File: config.mk
export PLATFORM = sky130hd
export DESIGN_NAME = apb_master
export DESIGN_NICKNAME = d
export VERILOG_FILES = /design/src/rtl/apb_master.sv
export SDC_FILE = /design/constraint.sdc
export NUM_CORES = 1
export LEC_CHECK = 0
export CAP_MARGIN = 25
export CORE_AREA = 2 2 120 122
export DETAILED_ROUTE_END_ITERATION = 16
export DIE_AREA = 0 0 122 124
export GPL_TIMING_DRIVEN = 1
export PLACE_DENSITY = 0.85
export SLEW_MARGIN = 20
export SYNTH_ARGS = -nofsm -noshare
export SYNTH_HDL_FRONTEND = slang
export SYNTH_SLANG_ARGS = --single-unit
File: constraint.sdc
create_clock -name PCLK -period 3 [get_ports PCLK]
set_input_delay 0.6 -clock PCLK [delete_from_list [all_inputs] [get_ports PCLK]]
set_output_delay 0.6 -clock PCLK [all_outputs]
set_load 0.01 [all_outputs]
File: src/rtl/apb_master.sv
// APB initiator: takes one CPU load/store request at a time, decodes it to
// one of NUM_SLAVES peripheral slots inside a 64 KB window and runs the
// APB SETUP/ACCESS handshake. Completion is a one-cycle ready pulse with
// read data, or with err set on a decode miss or a PREADY timeout.
module apb_master #(
  parameter int unsigned NUM_SLAVES = 4,
  parameter logic [31:0] BASE_ADDR  = 32'h1000_0000,
  parameter int unsigned TIMEOUT    = 16
) (
  input  logic                       PCLK,
  input  logic                       PRESET,
  input  logic                       req,
  input  logic [31:0]                addr,
  input  logic [31:0]                wdata,
  input  logic                       we,
  output logic [31:0]                rdata,
  output logic                       ready,
  output logic                       err,
  output logic [31:0]                PADDR,
  output logic [31:0]                PWDATA,
  output logic                       PWRITE,
  output logic                       PENABLE,
  output logic [NUM_SLAVES-1:0]      PSEL,
  input  logic [NUM_SLAVES*32-1:0]   PRDATA,
  input  logic [NUM_SLAVES-1:0]      PREADY
);

  localparam int unsigned   CW         = (TIMEOUT > 2) ? $clog2(TIMEOUT) : 1;
  localparam bit            TIMEOUT_EN = (TIMEOUT != 0);
  localparam logic [CW-1:0] CNT_LAST   = CW'(TIMEOUT - 1);

  typedef enum logic [1:0] {IDLE, SETUP, ACCESS, DONE} state_t;

  state_t                  state;
  logic [CW-1:0]           cnt;
  logic [NUM_SLAVES-1:0]   dec_sel;
  logic                    dec_hit;
  logic                    sel_ready;
  logic [31:0]             sel_rdata;

  // Address decode: one-hot slot select; a slot index past NUM_SLAVES
  // leaves dec_sel empty, which doubles as the range check.
  always_comb begin
    dec_sel = '0;
    for (int unsigned i = 0; i < NUM_SLAVES; i++) begin
      dec_sel[i] = (addr[15:12] == 4'(i));
    end
    dec_hit = (addr[31:16] == BASE_ADDR[31:16]) && (|dec_sel);
  end

  // Return-path mux: the registered PSEL acts as the latched slot index,
  // so PREADY/PRDATA of non-selected slots never reach the FSM.
  always_comb begin
    sel_ready = 1'b0;
    sel_rdata = '0;
    for (int unsigned i = 0; i < NUM_SLAVES; i++) begin
      if (PSEL[i]) begin
        sel_ready = sel_ready | PREADY[i];
        sel_rdata = sel_rdata | PRDATA[32*i +: 32];
      end
    end
  end

  // Transfer FSM with all bus and CPU-side outputs registered.
  always_ff @(posedge PCLK or negedge PRESET) begin
    if (!PRESET) begin
      state   <= IDLE;
      cnt     <= '0;
      PADDR   <= '0;
      PWDATA  <= '0;
      PWRITE  <= 1'b0;
      PENABLE <= 1'b0;
      PSEL    <= '0;
      rdata   <= '0;
      ready   <= 1'b0;
      err     <= 1'b0;
    end else begin
      case (state)
        IDLE: begin
          if (req) begin
            if (dec_hit) begin
              PADDR  <= addr;
              PWDATA <= wdata;
              PWRITE <= we;
              PSEL   <= dec_sel;
              state  <= SETUP;
            end else begin
              rdata <= '0;
              err   <= 1'b1;
              ready <= 1'b1;
              state <= DONE;
            end
          end
        end
        SETUP: begin
          PENABLE <= 1'b1;
          cnt     <= '0;
          state   <= ACCESS;
        end
        ACCESS: begin
          // PREADY is tested first so a slave answering on the last
          // permitted cycle still completes normally.
          if (sel_ready) begin
            rdata   <= PWRITE ? '0 : sel_rdata;
            err     <= 1'b0;
            ready   <= 1'b1;
            PSEL    <= '0;
            PENABLE <= 1'b0;
            state   <= DONE;
          end else if (TIMEOUT_EN && (cnt == CNT_LAST)) begin
            rdata   <= '0;
            err     <= 1'b1;
            ready   <= 1'b1;
            PSEL    <= '0;
            PENABLE <= 1'b0;
            state   <= DONE;
          end else if (TIMEOUT_EN) begin
            cnt <= cnt + 1'b1;
          end
        end
        DONE: begin
          ready <= 1'b0;
          err   <= 1'b0;
          state <= IDLE;
        end
        default: state <= IDLE;
      endcase
    end
  end

endmodule

==> results.txt, run 1 <==
The flow ran to the end, and the final reports show no timing, DRC or antenna violations. The remaining design rule violation count is 0, and the count of yosys warnings during synthesis is 0. Hold violation count in the final report: 0.

The logs give 16.7 mm for the total wirelength of the detailed-routed design and 0 for the number of gates given a new drive strength after cts. The cell count after synthesis came out at 407. The multi-input combinational cells in the finished layout cover a total of 0.00223 mm². Clock skew on the completed layout was measured at 0.00554 ns. The run gives 0 as the number of buffers added for setup after CTS. The number of nets in the final layout was 903; the later-pin clock latency in the skew report was 0.35 ns.

Number of DRC violations after detailed-routing iteration 0: 212. The CTS buffer count is 9. The tools report the leakage power as 0.00361 µW. The kind of cell with the highest combined delay on the critical path is simple AND/OR/NAND/NOR gates. The count of buffers added on input and output ports is 303. STA classifies the critical path endpoint as a register.

TritonCTS built the clock tree. The clock passes through at most 2 buffers. The pre-antenna-repair detailed-routing pass consisted of 4 iterations. The wire-length estimate of the detail-placed layout is 12.9 mm.

The async set-or-reset flop fraction in the synthesized netlist is 100%. The worst setup path category was input port to register. In this run the cell area of the synthesized design comes to 0.00521 mm². The wire length of the first global-routing pass was 25.4 mm. The final route contains 4635 vias. The post-synthesis average cell area was 12.8 µm². The via density per instance works out to 5.25. The final critical path takes up 80.3% of the cycle.

In the final routed layout, each cell accounts on average for 19.0 µm. The remaining global-route overflow is 0, and the count of filler cells inserted in the layout is 1050. Number of max-slew violations in the final report: 0. In this run the worst hold path is classified as input port to asynchronous set/reset pin. Registers take 0.00275 mm². The total area inside the core boundary comes to 0.0137 mm².

The tools report the global-route usage over all layers as 21.9%. Shortest clock period the worst path allows after layout: 2.41 ns. Setup repair after global routing left no endpoint under its margin.

For the total power, the log shows 4450 µW. The clock-pin transition on the worst setup and hold timing paths is 0.07 ns. The required time at the worst-slack endpoint is 3.23 ns.

The signal on the critical path passes through clkdlybuf4s50_1 -> nor4b_2 -> nand3_2 -> nor2_2 -> and2_4 -> buf_12 -> mux2_2. The buffer type at the clock tree root is sky130_fd_sc_hd__clkbuf_16. The top cell type by area accounts for 52.8% of the synthesized area.

Entering global routing, the biggest net connects 68 pins. The dominant cell by count in the synthesized netlist is sky130_fd_sc_hd__dfrtp_1. Number of synthesized register bits: 110.

The run gives 110 as the total number of clock tree sinks. The largest individual stage delay along the critical path comes from the cell sky130_fd_sc_hd__clkdlybuf4s50_1. Sorting the synthesized cells by how often they occur yields 110 x sky130_fd_sc_hd__dfrtp_1, 40 x sky130_fd_sc_hd__mux2_4, 40 x sky130_fd_sc_hd__nand2_1. STA classifies the critical path startpoint as an input port. For the unique cell type count in the Yosys netlist, the log shows 43.

After floorplanning, the core was divided into 43 placement rows. sky130_fd_sc_hd__dfrtp_1 takes more of the synthesized area than any other cell. The arrival time of data at the critical path endpoint was 2.65 ns. The power per unit of standard cell area was 515 mW/mm².

Summed over all failing endpoints, the final setup total negative slack is 0 ns. In this run the number of H-tree levels came out at 3. The worst pin sits at a relative slew slack of 55.9%. Setup violations remaining at the end of the flow were counted as 0. The tools report the max-capacitance violation count as 0.

The maximum resistive drop on vdd is 471 µV, and the worst hold margin is 0.247 ns. The sequential element share of the synthesized area was 52.8%; the share of post-route cells with drive strength above 1 was 13.1%. The number of enable flip-flop cells after synthesis was 0; the initial antenna violation count was 0. Along the worst path, the maximum fanout reaches 57. Synthesized net count: 612.

304 I/O pins were placed. The weighted congestion reported at the end of routability-driven placement is 0.904, and the chip height is 124 µm. After clock tree synthesis, the flow added hold-fix buffers numbering 0. At the pin with the least slew margin, the transition time is 0.659 ns. The run gives 0.415 GHz as the maximum clock rate.

0 antenna diodes ended up in the layout. The synthesis-to-finish area growth was 65.9%. The floorplan step defined a die boundary enclosing 0.0151 mm². On the worst path, the slowest cell contributes a delay of 0.44 ns.

The overall die width came out at 122 µm. The initial utilization of the core area, before any placement, comes to 38.0%. Among all flip-flop cells after synthesis, the most frequent one is sky130_fd_sc_hd__dfrtp_1. The detail route stage leaves a number of antenna-violating nets equal to 0. Ranked by total cell area, the synthesized netlist is headed by sky130_fd_sc_hd__dfrtp_1 53%, sky130_fd_sc_hd__mux2_4 12%, sky130_fd_sc_hd__a22o_1 5.5%. The via count of the first global-routing pass is 4930.

Together, buffers and inverters on the worst path number 2.
-- final cells by class --
| cell class | count | area share, % |
|---|---|---|
| Clock buffer | 9 | 2.61 |
| Clock inverter | 7 | 0.579 |
| Inverter | 7 | 0.304 |
| Multi-Input combinational cell | 258 | 25.8 |
| Sequential cell | 110 | 31.8 |
| Tap cell | 180 | 2.61 |
| Timing Repair Buffer | 312 | 36.3 |
-- sequential cells by signal, summed over array words and instances, names as in the netlist --
signal   flops
rdata       32
err          1
ready        1
PENABLE      1
PWDATA      32
PADDR       32
state        2
PSEL         4
PWRITE       1
cnt          4
-- worst register-to-register path: stages (launching register included) --
cell	delay [ns]
sky130_fd_sc_hd__dfrtp_1	0.42
sky130_fd_sc_hd__inv_1	0.10
sky130_fd_sc_hd__ha_1	0.29
sky130_fd_sc_hd__nand3_2	0.16
sky130_fd_sc_hd__nor2_2	0.16
sky130_fd_sc_hd__and2_4	0.18
sky130_fd_sc_hd__buf_12	0.30
sky130_fd_sc_hd__mux2_2	0.45
-- metrics by stage --
stage	utilization (%)	setup slack (ns)	instances	area (µm²)
detailed placement	61.0	0.223	867	8370
global placement	61.0	0.312	867	8370
finish	63.0	0.590	883	8640
floorplan	-	0.972	407	5210
global route	63.0	0.512	883	8640
CTS	63.0	0.608	883	8640
-- final timing paths --
kind,start,endpoint,slack (ns),cells after the start
setup / recovery,addr[29],PWDATA[21]$_DFFE_PN0P_,0.59,7
hold / removal,PRESET,rdata[6]$_DFFE_PN0P_,0.25,1
setup reg to reg,state[0]$_DFFE_PN0P_,PWDATA[21]$_DFFE_PN0P_,0.83,7
min in group PCLK,PADDR[28]$_DFFE_PN0P_,PADDR[28]$_DFFE_PN0P_,0.47,1
max in group asynchronous,PRESET,PWDATA[16]$_DFFE_PN0P_,1.98,2
hold reg to reg,PADDR[28]$_DFFE_PN0P_,PADDR[28]$_DFFE_PN0P_,0.47,1
-- layout by cell type, fill, tap and decap left out, drive strengths merged, types with 2 or more instances in the layout --
| cell | n |
|---|---|
| clkdlybuf4s50 | 302 |
| dfrtp | 110 |
| mux2 | 53 |
| nand2 | 40 |
| a22o | 33 |
| o31ai | 33 |
| a221oi | 32 |
| nor2b | 17 |
| buf | 10 |
| clkbuf | 9 |
| inv | 8 |
| o21ai | 8 |
| ha | 5 |
| nor2 | 5 |
| a21oi | 4 |
| clkinv | 4 |
| nor4 | 4 |
| nand3 | 4 |
| o22ai | 3 |
| a22oi | 3 |
| nor3 | 2 |
| clkinvlp | 2 |
-- layer usage --
| layer | wire [µm] | GRT usage [%] | share of wire [%] | vias to the layer above |
|---|---|---|---|---|
| met4 | 327 | 6.54 | 2.0 | 0 |
| met1 | 6280 | 24.3 | 38 | 2248 |
| li1 | - | - | - | 2117 |
| met3 | 1430 | 7.46 | 8.5 | 34 |
| met5 | 0 | 0 | 0 | - |
| met2 | 8700 | 39.7 | 52 | 236 |
-- power breakdown --
group	leakage, µW	switching [µW]	internal, µW	total [µW]
clock	0.000133	555	566	1120
sequential	0.00152	110	1560	1670
combinational	0.00196	877	785	1660
total	0.00361	1540	2910	4450
-- cells by family after synthesis --
family	after synthesis	synth area share, %
AOI/OAI and AO/OA	119	18.5
DFF	110	52.8
and+or+nand+nor	79	8.19
muxes	54	14.5
buffers and inverters	39	4.56
adders and majority gates	5	1.20
xor gates and xnor gates	1	0.168
Note: power is estimated with default switching activity, not from simulation.
==> run 2: changes to the inputs <==
- CORE_AREA: 2 2 120 122 -> 2 2 126 128
- DIE_AREA: 0 0 122 124 -> 0 0 128 130
- PLACE_DENSITY: 0.85 -> 0.82
- clock period: 3 -> 2.2 ns (I/O delays scaled with it)
==> run 2 against run 1 <==
Compared with the run above:
- count of clock-buffer cells in the layout increased by 1
- clock power increased by 38%
- routed wire length increased by 1.8%
- design area increased by 1.4%
- combinational power increased by 45%
- largest power group is now combinational logic
- register-to-register slack got worse by 0.65 ns
==> results.txt, run 2 (same netlist as run 1, synthesis figures left out) <==
The flow ran to the end, and the final reports show no timing, DRC or antenna violations. Setup repair after global routing left no endpoint under its margin. Total number of placement rows: 46 (+7.0%). Worst hold path class: input port to asynchronous set/reset pin. The total of hold buffers inserted after clock tree synthesis came out at 0 (unchanged). For the maximum number of pins on one net before global-route repair, the log shows 111 (+63%).

Setup skew after layout: 0.00952 ns (+0.00398 ns). The tools report the required time at the worst-slack endpoint as 2.42 ns (-0.81 ns). Number of nets in the final layout: 913 (+1.1%). The maximum clock rate was 0.483 GHz. The share of post-route cells with drive strength above 1 came out at 14.4% (+1.4 points). The leakage power came out at 0.00368 µW (+1.9%). The run gives 33.8% (-4.2 points) as the effective utilization at floorplan.

The type of origin of the critical path was an input port. The shortest clock period the worst path allows after layout is 2.07 ns. The logs give 5 (+1) for the number of optimization iterations in the first detailed-route pass and 0 (unchanged) for the residual antenna-violating net count after detailed routing.

The maximum resistive drop on vdd was 624 µV (+33%); the synthesis-to-finish area growth was 68.3%. For the weighted congestion reported at the end of routability-driven placement, the log shows 0.824 (-8.9%). The clock-pin transition on the worst setup and hold timing paths works out to 0.07 ns (about the same).

Commonest non-fill, non-tap cell in the layout: sky130_fd_sc_hd__clkdlybuf4s50_1. The area of the die was 0.0166 mm² (+10%); the mean routed wirelength per cell was 18.8 µm (-0.71%). The run gives 6190 µW (+39%) as the total power. The power per unit of standard cell area was 706 mW/mm² (+37%). Antenna cell count: 0 (unchanged). The largest registers in the layout are PADDR x32, PWDATA x32, rdata x32.

For the via total after detailed routing, the log shows 4659 (+0.52%). The number of DRC violations after detailed-routing iteration 0 was 240 (+13%). The cell area after placement is 0.00848 mm² (+1.4%).

The run gives 9 (unchanged) as the CTS buffer count. Total number of clock tree sinks: 110 (unchanged). For the via count of the first global-routing pass, the log shows 4832 (-2.0%). The remaining design rule violation count is 0 (unchanged), and the count of boundary I/O pins is 304 (unchanged).

For the initial antenna violation count, the log shows 0 (unchanged). The maximum level of the CTS H-tree was 3 (unchanged); the worst hold margin was 0.172 ns (-0.0750 ns). For the area of all placed cells without fillers, the log shows 0.00877 mm² (+1.4%). The run gives 25.6 mm (+0.84%) as the wire length of the first global-routing pass. The core area is 0.0154 mm² (+12%), and the remaining global-route overflow is 0 (unchanged). The final setup violation count was 0 (unchanged); the fraction of the cycle the final worst path needs was 94.2%. TritonCTS built the clock tree. The worst-path maximum fanout came out at 18 (-68%). The max-capacitance violation count came out at 0 (unchanged). The overall die width came out at 128 µm (+4.9%).

The number of port buffers is 303 (unchanged), and the arrival time of data at the critical path endpoint is 2.29 ns (-0.36 ns). Buffer type at the clock tree root: sky130_fd_sc_hd__clkbuf_16. The clock tree buffer depth is 2 (unchanged), and the hold violation count in the final report is 0 (unchanged). The critical path is of the input port to register type. STA classifies the critical path endpoint as a register.

The total wirelength of the detailed-routed design is 17.0 mm (+1.8%), and the slew at the pin with the worst max-slew slack is 0.578 ns (-0.0807 ns). For the relative slew slack, the log shows 61.5% (+5.5 points). The logs give 0 (unchanged) for the number of gates given a new drive strength after cts and 13.0 mm (+0.85%) for the detailed-placement wirelength estimate.

The chip height was 130 µm (+4.8%). The tools report the number of max-slew violations in the final report as 0 (unchanged). The later-pin clock latency in the skew report was 0.34 ns (about the same). In the layout the commonest cells are 302 x sky130_fd_sc_hd__clkdlybuf4s50_1, 110 x sky130_fd_sc_hd__dfrtp_1, 40 x sky130_fd_sc_hd__mux2_4, 40 x sky130_fd_sc_hd__nand2_1. The global-route usage over all layers is 19.6% (-2.3 points), and the via density per instance is 5.15 (-1.9%).

The run gives 0 (unchanged) as the number of buffers added for setup after CTS.
## run 2: changes by cell type in the layout (fill, tap and decap cells not counted)
| cell | before | now |
|---|---|---|
| sky130_fd_sc_hd__buf_4 | 7 | 15 |
| sky130_fd_sc_hd__ha_2 | 0 | 1 |
| sky130_fd_sc_hd__ha_1 | 5 | 4 |
| sky130_fd_sc_hd__inv_6 | 0 | 1 |
| sky130_fd_sc_hd__clkinvlp_4 | 2 | 0 |
| sky130_fd_sc_hd__clkbuf_8 | 0 | 1 |
| sky130_fd_sc_hd__buf_12 | 3 | 5 |
## run 2: final timing paths
kind | from | to | slack (ns) | cells past startpoint
max | addr[17] | PADDR[2]$_DFFE_PN0P_ | 0.13 | 7
min | PRESET | PWDATA[8]$_DFFE_PN0P_ | 0.17 | 2
max in group asynchronous | PRESET | rdata[23]$_DFFE_PN0P_ | 1.60 | 2
max reg2reg | state[0]$_DFFE_PN0P_ | PADDR[2]$_DFFE_PN0P_ | 0.18 | 7
min in group PCLK | rdata[22]$_DFFE_PN0P_ | rdata[22]$_DFFE_PN0P_ | 0.48 | 2
min reg2reg | rdata[22]$_DFFE_PN0P_ | rdata[22]$_DFFE_PN0P_ | 0.48 | 2
## run 2: stage by stage
stage	std cells	utilization [%]	TNS, ns	setup slack (ns)
finish	905	56.8	0	0.128
floorplan	407	-	0	0.332
detailed placement	889	55.0	-11.79	-0.237
CTS	905	56.8	0	0.130
global placement	889	55.0	-9.56	-0.210
global route	905	56.8	0	0.0403
## run 2: final cells by class
cell class	count	area [µm²]
Sequential cell	110	2750
Clock inverter	6	43.8
Inverter	7	26.3
Fill cell	1296	6660
Multi-Input combinational cell	258	2230
Tap cell	192	240
Clock buffer	10	239
Timing Repair Buffer	322	3240
## run 2: where the power goes
group	switching [µW]	total, µW	internal [µW]
logic	1290	2410	1120
registers	104	2230	2130
clock network	736	1540	808
## run 2: worst max-delay path, cell delays in order
cell and delay [ns]:
sky130_fd_sc_hd__clkdlybuf4s50_1 0.41, sky130_fd_sc_hd__nor4_2 0.35, sky130_fd_sc_hd__nand3_2 0.13, sky130_fd_sc_hd__nor2_2 0.15, sky130_fd_sc_hd__and2_4 0.26, sky130_fd_sc_hd__buf_12 0.20
sky130_fd_sc_hd__mux2_4 0.32
## run 2: per-layer routing
metal	vias up	routed length [µm]	part of all wire, %	GRT usage [%]
met4	0	294	1.7	5.37
met1	2268	6990	41	24.1
met3	25	1470	8.7	6.27
li1	2136	-	-	-
met2	230	8270	49	33.6
met5	-	0	0	0
==> run 3: changes to the inputs <==
- CAP_MARGIN: 25 -> not set
- CORE_AREA: 2 2 126 128 -> 3 3 127 129
- DIE_AREA: 0 0 128 130 -> 0 0 130 132
==> run 3 against run 2 <==
Compared with the run above:
- power grew 3.0%
- critical path depth shrank 5
- count of clock-buffer cells in the layout shrank 1
- largest cell class unchanged
- largest power group unchanged
==> results.txt, run 3 (same netlist as run 1, synthesis figures left out) <==
The via density per instance came out at 5.12 (-0.47%). The leakage power was 0.00372 µW (+1.0%); the number of buffers added for setup after CTS was 0 (unchanged). The core area was 0.0151 mm² (-1.8%); the clock network fraction of total power was 28.0% (+3.1 points). The chip height came out at 132 µm (+1.5%). The worst hold path class was input port to asynchronous set/reset pin.

The switching share of power was 33.1% (-1.3 points). The commonest non-fill, non-tap cell in the layout was sky130_fd_sc_hd__clkdlybuf4s50_1. The sort of element at the end of the critical path was an output pin.

The run gives 71.3% (+9.9 points) as the relative slew slack. The global-route usage over all layers is 19.5% (-0.10 points), and the fraction of the cycle the final worst path needs is 93.7% (-0.49 points). The synthesis-to-finish area growth was 69.4%. The count of boundary I/O pins was 304 (unchanged); the maximum resistive drop on vdd was 609 µV (-2.5%). The total power is 6380 µW (+3.0%). Antenna cell count: 0 (unchanged). The tools report the internal power contribution as 4270 µW (+5.1%). The area of all placed cells without fillers is 0.00883 mm² (+0.67%). The maximum level of the CTS H-tree is 3 (unchanged).

The critical path is of the register to output pin type. Detailed-placement wirelength estimate: 13.4 mm (+2.7%). The max-capacitance violation count is 0 (unchanged), and the clock tree buffer depth is 2 (unchanged).

The initial antenna violation count was 0 (unchanged). The critical path goes through buf_6 -> clkdlybuf4s50_1. The number of cells in the design after placement was 889 (unchanged).

The logs give 4637 (-0.47%) for the via total after detailed routing and 917 (+0.44%) for the number of nets in the final layout. The number of max-slew violations in the final report is 0 (unchanged), and the maximum number of pins on one net before global-route repair is 65 (-41%). The power per unit of standard cell area came out at 722 mW/mm² (+2.3%).

The shortest clock period the worst path allows after layout is 2.06 ns (-0.0107 ns). TritonCTS built the clock tree. Stage delay of the slowest cell on the critical path: 0.61 ns (+0.20 ns). The tools report the buffer type at the clock tree root as sky130_fd_sc_hd__clkbuf_16.

The mean routed wirelength per cell is 18.8 µm (about the same), and the share of power burned in registers is 34.8% (-1.3 points). In the final layout, the registers with the most flip-flops are PADDR x32, PWDATA x32, rdata x32. The CTS buffer count is 9 (unchanged).

The kind of cell with the highest combined delay along the critical path is buffers and inverters. The number of DRC violations after detailed-routing iteration 0 was 192 (-20%). The final setup violation count was 0 (unchanged).

For the total wirelength of the detailed-routed design, the log shows 17.0 mm (about the same). The worst setup path is launched from a register. The share of post-route cells with drive strength above 1 is 14.8% (+0.34 points). The run gives 1.76 ns (-0.66 ns) as the required time at the worst-slack endpoint. The residual antenna-violating net count after detailed routing was 0 (unchanged); the number of optimization iterations in the first detailed-route pass was 4 (-1). The maximum clock rate is 0.485 GHz (+0.52%), and the setup skew after layout is 0.00638 ns (-0.00314 ns). The weighted congestion reported at the end of routability-driven placement was 0.871 (+5.7%). The via count of the first global-routing pass is 5008 (+3.6%). The hold violation count in the final report was 0 (unchanged). The run gives 26.3 mm (+2.8%) as the wire length of the first global-routing pass. The number of buffers and inverters on the critical path was 2 (unchanged); the reported net switching power was 2110 µW (-1.0%). The arrival time of data at the critical path endpoint is 1.62 ns (-0.67 ns), and the final worst-path setup slack is 0.139 ns (+0.0107 ns).

The number of port buffers was 303 (unchanged). The effective utilization at floorplan was 34.4% (+0.62 points); the area of the multi-input gates was 0.00223 mm² (-0.11%). The remaining global-route overflow is 0 (unchanged), and the remaining design rule violation count is 0 (unchanged). The tools report the total number of clock tree sinks as 110 (unchanged).

Slowest library cell on the worst path: sky130_fd_sc_hd__clkdlybuf4s50_1. The run finished with clean final reports. The count of non-filler cells in the finished layout was 905 (unchanged). The tools report the combinational fraction of design power as 37.2% (-1.8 points). The worst-path maximum fanout is 34 (+16), and the area of the die is 0.0172 mm² (+3.1%). The tools report the footprint of the flip-flops and latches as 0.00275 mm² (unchanged).

For the worst slack at placement, the log shows -0.189 ns (+0.0479 ns). The later-pin clock latency in the skew report is 0.35 ns (about the same). For the count of filler cells inserted in the layout, the log shows 1209 (-6.7%). The final core area utilization is 58.3% (+1.4 points), and the cell area after placement is 0.00850 mm² (+0.15%). The slew at the pin with the worst max-slew slack is 0.427 ns (-0.151 ns). Setup repair after global routing left no endpoint under its margin. For the total number of placement rows, the log shows 45 (-2.2%). The clock-pin transition on the worst setup and hold timing paths came out at 0.08 ns (about the same). Overall die width: 130 µm (+1.6%). The top cell types in the final layout, fill and taps aside, are 302 x sky130_fd_sc_hd__clkdlybuf4s50_1, 110 x sky130_fd_sc_hd__dfrtp_1, 40 x sky130_fd_sc_hd__mux2_4, 40 x sky130_fd_sc_hd__nand2_1.
run 3: cell types whose count changed in the layout (fill, tap and decap cells not counted), sizes merged:
cell	change
clkinv	-2
inv	+1
clkbuf	-1
buf	+4
bufinv	+2
run 3: routing by layer:
| layer | vias up | track usage, % | wire (µm) |
|---|---|---|---|
| li1 | 2141 | - | - |
| met1 | 2286 | 22.7 | 6400 |
| met2 | 181 | 33.8 | 8990 |
| met3 | 29 | 5.67 | 1230 |
| met4 | 0 | 7.22 | 421 |
| met5 | - | 0 | 0 |
run 3: area by class of cell:
cell class                      instances  share of cell area (%)
Sequential cell                       110                    31.2
Timing Repair Buffer                  326                    36.9
Tap cell                              188                    2.66
Multi-Input combinational cell        258                    25.2
Clock inverter                          7                    1.16
Clock buffer                            9                    2.55
Inverter                                7                   0.298
run 3: path summary, 6_finish.rpt:
path / startpoint / to / slack, ns / cells after the start
max: PSEL[2]$_DFFE_PN0P_ / PSEL[2] / 0.14 / 2
min: PRESET / rdata[6]$_DFFE_PN0P_ / 0.008 / 1
max reg2reg: state[0]$_DFFE_PN0P_ / rdata[3]$_DFFE_PN0P_ / 0.19 / 7
min reg2reg: PADDR[28]$_DFFE_PN0P_ / PADDR[28]$_DFFE_PN0P_ / 0.48 / 1
max in group asynchronous: PRESET / PADDR[26]$_DFFE_PN0P_ / 1.58 / 2
min in group PCLK: PADDR[28]$_DFFE_PN0P_ / PADDR[28]$_DFFE_PN0P_ / 0.48 / 1
run 3: stage by stage:
| stage | hold WS (ns) | TNS, ns |
|---|---|---|
| floorplan | 0.144 | 0 |
| global placement | 0.380 | -4.32 |
| detailed placement | 0.394 | -8.39 |
| CTS | 0.00745 | 0 |
| global route | 0.0159 | 0 |
| finish | 0.00754 | 0 |
run 3: repair_timing:
action                                  4_1_cts  5_1_grt
gates resized for setup                       0        1
endpoints found under the setup margin        0        1
hold buffers                                  0        0
run 3: power by group through the flow:
stage	clock network, µW	registers, µW	logic, µW
3_5_place_dp	0	2260	2370
6_report	1780	2220	2370
2_1_floorplan	0	2260	1360
3_3_place_gp	0	2250	2280
4_1_cts	1820	2220	2380
5_1_grt	1920	2240	2580
